$ cat src/rtl/serial_add_wide_pkg.sv
// Shared types and constants for the byte-serial wide adder.
// Holds the FSM state encoding and the byte width.
package serial_add_pkg;

  localparam int BYTE_W = 8;

  typedef enum logic [1:0] {
    IDLE = 2'd0,
    RUN  = 2'd1,
    DONE = 2'd2
  } state_e;

endpackage

$ cat src/rtl/serial_add_wide_if.sv
// Operand/result handshake bundle for serial_add_wide.
// slave is the adder's view, master is the driver's view.
interface serial_add_wide_if
  import serial_add_pkg::*;
#(
  parameter int NUM_BYTES = 4
);

  localparam int W = BYTE_W * NUM_BYTES;

  logic         in_valid;
  logic         in_ready;
  logic [W-1:0] a;
  logic [W-1:0] b;
  logic         cin;
  logic         out_valid;
  logic         out_ready;
  logic [W-1:0] sum;
  logic         cout;
  logic         busy;

  modport slave (
    input  in_valid,
    input  a,
    input  b,
    input  cin,
    input  out_ready,
    output in_ready,
    output out_valid,
    output sum,
    output cout,
    output busy
  );

  modport master (
    output in_valid,
    output a,
    output b,
    output cin,
    output out_ready,
    input  in_ready,
    input  out_valid,
    input  sum,
    input  cout,
    input  busy
  );

endinterface

$ cat src/rtl/serial_add_wide_byte_add8.sv
// Combinational 8-bit carry-lookahead adder.
// Each carry is a flat sum of generate terms gated by propagate runs.
module byte_add8
  import serial_add_pkg::*;
(
  input  logic [BYTE_W-1:0] a_i,
  input  logic [BYTE_W-1:0] b_i,
  input  logic              cin_i,
  output logic [BYTE_W-1:0] sum_o,
  output logic              cout_o
);

  logic [BYTE_W-1:0] g;
  logic [BYTE_W-1:0] p;
  logic [BYTE_W:0]   c;

  function automatic logic [BYTE_W:0] cla(
    input logic [BYTE_W-1:0] gi,
    input logic [BYTE_W-1:0] pi,
    input logic              c0
  );
    logic [BYTE_W:0] cc;
    logic            pp;
    cc    = '0;
    cc[0] = c0;
    for (int i = 0; i < BYTE_W; i++) begin
      cc[i+1] = gi[i];
      pp      = pi[i];
      for (int j = i - 1; j >= 0; j--) begin
        cc[i+1] = cc[i+1] | (pp & gi[j]);
        pp      = pp & pi[j];
      end
      cc[i+1] = cc[i+1] | (pp & c0);
    end
    return cc;
  endfunction

  assign g      = a_i & b_i;
  assign p      = a_i ^ b_i;
  assign c      = cla(g, p, cin_i);
  assign sum_o  = p ^ c[BYTE_W-1:0];
  assign cout_o = c[BYTE_W];

endmodule

$ cat src/rtl/serial_add_wide.sv
// Byte-serial wide adder: one byte per cycle through a shared CLA byte adder.
// Result is held in DONE until the consumer takes it.
module serial_add_wide
  import serial_add_pkg::*;
#(
  parameter int NUM_BYTES = 4
)(
  input  logic            clk,
  input  logic            rst,
  serial_add_wide_if.slave io
);

  localparam int IW = $clog2(NUM_BYTES);
  localparam logic [IW-1:0] LAST = IW'(NUM_BYTES - 1);

  typedef logic [NUM_BYTES-1:0][BYTE_W-1:0] bytes_t;

  state_e        state_q;
  bytes_t        a_q;
  bytes_t        b_q;
  bytes_t        sum_q;
  logic          carry_q;
  logic          cout_q;
  logic [IW-1:0] idx_q;

  logic [BYTE_W-1:0] byte_sum_d;
  logic              byte_cout_d;

  byte_add8 u_add (
    .a_i    (a_q[idx_q]),
    .b_i    (b_q[idx_q]),
    .cin_i  (carry_q),
    .sum_o  (byte_sum_d),
    .cout_o (byte_cout_d)
  );

  always_ff @(posedge clk) begin
    if (rst) begin
      state_q <= IDLE;
      a_q     <= '0;
      b_q     <= '0;
      sum_q   <= '0;
      carry_q <= 1'b0;
      cout_q  <= 1'b0;
      idx_q   <= '0;
    end else begin
      unique case (state_q)
        IDLE: begin
          if (io.in_valid) begin
            a_q     <= io.a;
            b_q     <= io.b;
            carry_q <= io.cin;
            sum_q   <= '0;
            cout_q  <= 1'b0;
            idx_q   <= '0;
            state_q <= RUN;
          end
        end
        RUN: begin
          // carry threads byte to byte through carry_q only
          sum_q[idx_q] <= byte_sum_d;
          carry_q      <= byte_cout_d;
          idx_q        <= idx_q + IW'(1);
          if (idx_q == LAST) begin
            cout_q  <= byte_cout_d;
            state_q <= DONE;
          end
        end
        DONE: begin
          if (io.out_ready) begin
            state_q <= IDLE;
          end
        end
        default: state_q <= IDLE;
      endcase
    end
  end

  assign io.in_ready  = (state_q == IDLE);
  assign io.out_valid = (state_q == DONE);
  assign io.busy      = (state_q != IDLE);
  assign io.sum       = sum_q;
  assign io.cout      = cout_q;

endmodule

$ cat src/flat_wrapper.sv
// flat-port wrapper written by rule: the top's interface ports become plain ports
module serial_add_wide_flat import serial_add_pkg::*;
#(
  parameter int NUM_BYTES = 4
)
  (clk, rst, io_in_valid, io_a, io_b, io_cin, io_out_ready, io_in_ready, io_out_valid, io_sum, io_cout, io_busy);
  serial_add_wide_if #(.NUM_BYTES(NUM_BYTES)) io_i ();
  input  logic clk;
  input  logic rst;
  input wire logic [$bits(io_i.in_valid)-1:0] io_in_valid;
  input wire logic [$bits(io_i.a)-1:0] io_a;
  input wire logic [$bits(io_i.b)-1:0] io_b;
  input wire logic [$bits(io_i.cin)-1:0] io_cin;
  input wire logic [$bits(io_i.out_ready)-1:0] io_out_ready;
  output wire logic [$bits(io_i.in_ready)-1:0] io_in_ready;
  output wire logic [$bits(io_i.out_valid)-1:0] io_out_valid;
  output wire logic [$bits(io_i.sum)-1:0] io_sum;
  output wire logic [$bits(io_i.cout)-1:0] io_cout;
  output wire logic [$bits(io_i.busy)-1:0] io_busy;
  assign io_i.in_valid = io_in_valid;
  assign io_i.a = io_a;
  assign io_i.b = io_b;
  assign io_i.cin = io_cin;
  assign io_i.out_ready = io_out_ready;
  assign io_in_ready = io_i.in_ready;
  assign io_out_valid = io_i.out_valid;
  assign io_sum = io_i.sum;
  assign io_cout = io_i.cout;
  assign io_busy = io_i.busy;
  serial_add_wide #(.NUM_BYTES(NUM_BYTES)) u_core (.clk(clk), .rst(rst), .io(io_i));
endmodule
$ cat config.mk
export PLATFORM = sky130hd
export DESIGN_NAME = serial_add_wide_flat
export DESIGN_NICKNAME = d
export VERILOG_FILES = /design/src/rtl/serial_add_wide_pkg.sv /design/src/rtl/serial_add_wide_if.sv /design/src/rtl/serial_add_wide_byte_add8.sv /design/src/rtl/serial_add_wide.sv /design/src/flat_wrapper.sv
export SDC_FILE = /design/constraint.sdc
export NUM_CORES = 1
export LEC_CHECK = 0
export ABC_AREA = 1
export ABC_CLOCK_PERIOD_IN_PS = 3800
export BUFFER_PORTS_ARGS = -buffer_cell sky130_fd_sc_hd__buf_2
export CAP_MARGIN = 40
export CORE_ASPECT_RATIO = 0.9
export CORE_MARGIN = 5
export CORE_UTILIZATION = 50
export DETAILED_ROUTE_END_ITERATION = 7
export PLACE_DENSITY = 0.83
export SLEW_MARGIN = 40
export SYNTH_ARGS = -nofsm -noshare
export SYNTH_HDL_FRONTEND = slang
export SYNTH_SLANG_ARGS = --single-unit
$ cat constraint.sdc
create_clock -name clk -period 3.8 [get_ports clk]
set_input_delay 0.76 -clock clk [delete_from_list [all_inputs] [get_ports clk]]
set_output_delay 0.76 -clock clk [all_outputs]
set_load 0.05 [all_outputs]
### Yosys cells after proc, flatten, opt, wreduce, memory -nomap -nowiden

Cells that the tools add are included.

* flip-flop bits (word level): 102
* latch bits: 0
* RAM bits: 0
* ROM bits: 0
* input port bits: 69
* logic and storage cells: 156
* memories kept: 0

* add/sub/neg operators: 1
* multiply operators: 0
* divide/modulo/power cells: 0
* $lt $le $gt $ge: 2
* eq/ne operators: 6
* shifts and indexed selects: 0
* mux-type cells: 20
* bitwise logic cells: 103
* reduce and logical (&&, ||, !) cells: 8

Operators with widths (number)
* $and 1x1->1: 64
* $pmux 32 s2: 1
* $or 1x1->1: 36
* $bmux 8 s2: 2
* $bwmux 32: 1
* $mux 32: 1
* $mux 8: 3
* $demux 8 s2: 1
* $xor 8x8->8: 2
* $and 8x8->8: 1
* $mux 2: 4
* $pmux 2 s3: 1
* $reduce_and 3->1: 2
* $eq 2x2->1 const B: 2
* $ne 2x2->1 const B: 2
* $pmux 1 s2: 2
* $pmux 2 s2: 1
* $reduce_and 2->1: 2
* $reduce_bool 2->1: 2
* $lt 2x3->1 const B: 1
* $mux 1: 3
* $add 2x1->2 const B: 1
* $eq 2x1->1 const B: 1
* $ge 2x1->1 const B: 1
* 3 further kinds: 3

### Depth between registers and ports, before layout

* depth in word-level cells: 14
* mapped depth: 14

### By module

From an unflattened synthesis, not the netlist that was laid out.

* cells, all modules: 627
* area total of the unflattened synthesis: 4613.2 um2

By module, submodules not included
* serial_add_wide: instances 1, cells each 555, area an instance 4189.0 um2, sequential area each 2042.0 um2
* byte_add8: instances 1, cells each 72, area an instance 424.2 um2, sequential area each 0.0 um2

### Worst setup path after synthesis

Ideal clock, no wire load.

* path type: register to register
* from: reg u_core.idx_q[0]
* to: reg u_core.sum_q, in the netlist u_core.io.sum[30]
* arrival time: 2061 ps
* required time: 3729 ps
* path slack: 1668 ps
* stages on the path, launching flop included: 15
* path buffers: 1
* period minus slack after synthesis: 2132 ps
* cells stage by stage: dfxtp_1 -> inv_1 -> buf_1 -> nor2_1 -> o22ai_1 -> ha_1 -> nand2_1 -> nand2_1 -> nor2_1 -> nand2_1 -> nand2_2 -> nand2_1 -> nand2_1 -> nand3_1 -> a21oi_1

* longest elaborated chain between the ends: 13
* elaborated cells between the ends (all ways): 31

Ends and longest elaborated chain
* from (decl): line serial_add_wide.sv:24 `logic [IW-1:0] idx_q;`
* from (signal assigned): line serial_add_wide.sv:63 `idx_q <= idx_q + IW'(1);`
* $bmux 8 s2, on equally long branches: line serial_add_wide.sv:30, serial_add_wide.sv:31
* $mux 8, on equally long branches: line serial_add_wide.sv:30, serial_add_wide.sv:31
* $xor 8x8->8 / $and 8x8->8 (equally long branches): line serial_add_wide_byte_add8.sv:39, serial_add_wide_byte_add8.sv:38
* $and 1x1->1, on equally long branches: line serial_add_wide_byte_add8.sv:30, serial_add_wide_byte_add8.sv:31
* $or 1x1->1, or another cell as far along (4 in series): line serial_add_wide_byte_add8.sv:30 `cc[i+1] = cc[i+1] | (pp & gi[j]);`
* $or 1x1->1 / $and 1x1->1 (equally long branches): line serial_add_wide_byte_add8.sv:30, serial_add_wide_byte_add8.sv:33
* $or 1x1->1: line serial_add_wide_byte_add8.sv:33 `cc[i+1] = cc[i+1] | (pp & c0);`
* $xor 8x8->8: line serial_add_wide_byte_add8.sv:41 `assign sum_o = p ^ c[BYTE_W-1:0];`
* $bwmux 32 *: line serial_add_wide.sv:61 `sum_q[idx_q] <= byte_sum_d;`
* $pmux 32 s2 *: line serial_add_wide.sv:47 `unique case (state_q)`
* to (signal, indexed assignment): line serial_add_wide.sv:61
* to (decl): line serial_add_wide.sv:21 `bytes_t sum_q;`

Mark *: on every way between the ends. The rest lies on a longest branch, timed or not. The select of a mux whose other input is x is not followed.
A chain may end at the register's enable or synchronous reset.

### Worst setup path in the final report

* from: reg u_core.idx_q[1]
* to: reg u_core.sum_q, in the netlist u_core.io.sum[6]

Same word-level chain as after synthesis.

==> impl_metrics.ini <==
[outcome]
status = finished clean

[timing]
final_max_slew_viol_count = 0
setup_viol = 0
setup_tns_ns = 0
period_minus_slack_ns = 2.982
tightest_slew_ns = 0.7474
hold_violations = 0
period_share = 0.7848
fmax_mhz = 335.3
finClkSkew_ns = 0.01312
grt_setup_unrepaired = no
relSlewSlack = 0.5017

[clock_network]
cts_made_buffers = 9
cts.sinks = 102
clkTransAtPathRegs_ns = 0.11
holdBufCountCts = 0
cts_setup_buffers = 0
htreeDepth = 3
cts.path.max_buffers = 2
cts_resized = 0
clk_latency_ns = 0.38
cts_root_buffer = clkbuf_8
cts_tree = yes

[final_layout]
mostFrequentLayoutCells = nor2_1, buf_2, dfxtp_1, nand2_1, o21ai_0
drive_gt1_frac = 0.2833
num_antenna_cells = 0
final_nets = 791
syn_to_final_growth_pct = 13.33
final_area_sq_um = 5403
fillers = 859
fin_cells = 835
layout_commonest_cell = nor2_1

[synth]
synth.avg_cell_area_sq_um = 7.652
synth_fp_nets = 706
synthTopCellsByArea = dfxtp_1, nor2_1, o21ai_0
ys_types = 35
syn_inst = 623
synth_seq_cells = 102
synth_seq_area_share = 0.4283
synth.top_cell.area_share = 0.4283
syn_area_sq_um = 4767
yosysTopAreaCell = dfxtp_1
yosys_warnings = 0

[job]
maxCapViolations = 0

[setup_path]
cp-start-kind = flop
crit_start = u_core.idx_q[1]
cpMostUsedCell = nand2_1
reg2reg_from = u_core.idx_q[1]
arrival_ns = 3.29
endpoint_kind = flop
path_class = reg2reg
crit_family = simple AND/OR/NAND/NOR gates
required_ns = 4.11
critPathMaxStageDelay_ns = 0.75
path_max_fanout = 20
crit_buf_inv = 1
critPathSlowestCell = dfxtp_1
crit_chain = inv_1, o21ai_0, o22ai_1, ha_1, nand2_1, nand2_1, nor2_1, nand2_1, nand2_2, nand2_1, nand2_1, nand3_1, a21oi_1

[route]
drt_iter0_markers = 305
viasPerCell = 5.255
avgRoutedWirePerCell_um = 14.46
drc = 0
first_pass_iters = 7
num_vias = 4388
drt-total-wl_mm = 12.07
drt.antenna.violating_nets = 0

[worst_hold_path]
hp-class = reg2reg
min_from = u_core.io.sum[10]

[placed_design]
portBuffers = 104
placed_cells = 819
placed_area_sq_um = 5187
gp_congestion = 0.8830
hpwl_mm = 8.640

[global_route]
grt_pass1_wl_mm = 19.51
grt_util_all_layers = 0.2074
antenna_found_initial = 0
grt_overflow = 0
grt_pass1_vias = 4029
grt_max_degree = 68

[floorplanning]
dieWidth_um = 112.9
core_area_sq_um = 9208
rows = 33
dieArea_sq_um = 11590
pin_count = 105
die_y_um = 102.6
start_util = 0.5177

[power_and_ir_drop]
power_uw = 2545
peakVddDrop_uv = 213.9
p_leak_uw = 0.002455
power.density_nw_per_um2 = 471.0
==> Yosys cell counts <==
cell and count:
buf_4 1, a21oi_1 36, buf_6 6, ha_1 13, a211oi_1 1, dfxtp_1 102, nor2_2 50, inv_4 1
xnor2_1 1, nand2_1 84, buf_1 2, nor2_1 119, clkbuf_1 14, nor3_1 1, o21ai_2 1, a22o_1 1
inv_1 18, buf_2 4, a21oi_2 3, nand2_4 1, nand3_1 18, nor2_4 2, o21ai_0 82, nor2_8 2
nand2_2 2, nand3b_1 1, inv_2 13, o21ai_1 14, o22ai_1 16, fa_1 1, xor2_1 1, o21a_1 2
nand4_1 1, nand3_2 3, buf_12 6
==> area by class of cell <==
cell class	count	area [sq um]	share of cell area
Tap cell	122	152.6	0.02825
Timing Repair Buffer	107	543.0	0.1005
Clock buffer	9	123.9	0.02293
Multi-Input combinational cell	456	2327	0.4308
Clock inverter	7	90.09	0.01667
Sequential cell	102	2042	0.3780
Inverter	32	123.9	0.02293
==> registers in the layout, indices dropped and copies added (netlist names) <==
signal / cells
u_core.a_q: 32
u_core.b_q: 32
u_core.io.sum: 32
u_core.idx_q: 2
u_core.state_q: 2
u_core.carry_q: 1
u_core.io.cout: 1
==> where the power goes <==
group          switching, uW  internal, uW
clock                    412           322
sequential              48.5          1150
combinational            424           192
==> routing by layer <==
| metal | global-route usage | wire length (um) | vias up | share of wire |
|---|---|---|---|---|
| met5 | 0 | 0 | - | 0 |
| li1 | - | - | 2203 | - |
| met3 | 0.04577 | 777 | 18 | 0.064 |
| met2 | 0.3156 | 5337 | 152 | 0.44 |
| met1 | 0.2976 | 5786 | 2015 | 0.48 |
| met4 | 0.05915 | 172 | 0 | 0.014 |
==> worst reg2reg max path: stages, from the launching register on <==
cell	delay, ns
dfxtp_1	0.75
inv_1	0.46
o21ai_0	0.24
o22ai_1	0.16
ha_1	0.38
nand2_1	0.10
nand2_1	0.05
nor2_1	0.18
nand2_1	0.09
nand2_2	0.08
nand2_1	0.05
nand2_1	0.12
nand3_1	0.11
a21oi_1	0.15
==> cells by family (layout without fill, tap and decap cells) <==
| group | Yosys count | in the layout | synth area share |
|---|---|---|---|
| adders and majority gates | 14 | 14 | 0.03832 |
| and+or+nand+nor | 284 | 284 | 0.2727 |
| AOI/OAI and AO/OA | 156 | 156 | 0.1735 |
| xor gates and xnor gates | 2 | 2 | 0.003675 |
| buffers and inverters | 65 | 155 | 0.08347 |
| DFF | 102 | 102 | 0.4283 |
==> worst paths after layout <==
kind | cells past startpoint | endpoint | slack [ns]
setup / recovery | 13 | u_core.io.sum[6] | 0.82
setup reg to reg | 13 | u_core.io.sum[6] | 0.82
hold reg to reg | 2 | u_core.io.sum[10] | 0.47
hold / removal | 2 | u_core.io.sum[10] | 0.47
==> stage by stage <==
step / util / hold WS [ns] / setup WS [ns]
6_report: 0.5868 / 0.4654 / 0.8178
5_1_grt: 0.5868 / 0.4846 / 0.5765
4_1_cts: 0.5866 / 0.4642 / 0.9028
3_5_place_dp: 0.5634 / 0.4510 / 0.9159
3_3_place_gp: 0.5634 / 0.4444 / 1.052
2_1_floorplan: - / 0.4559 / 1.668
Power figures use the tool's default switching activity.
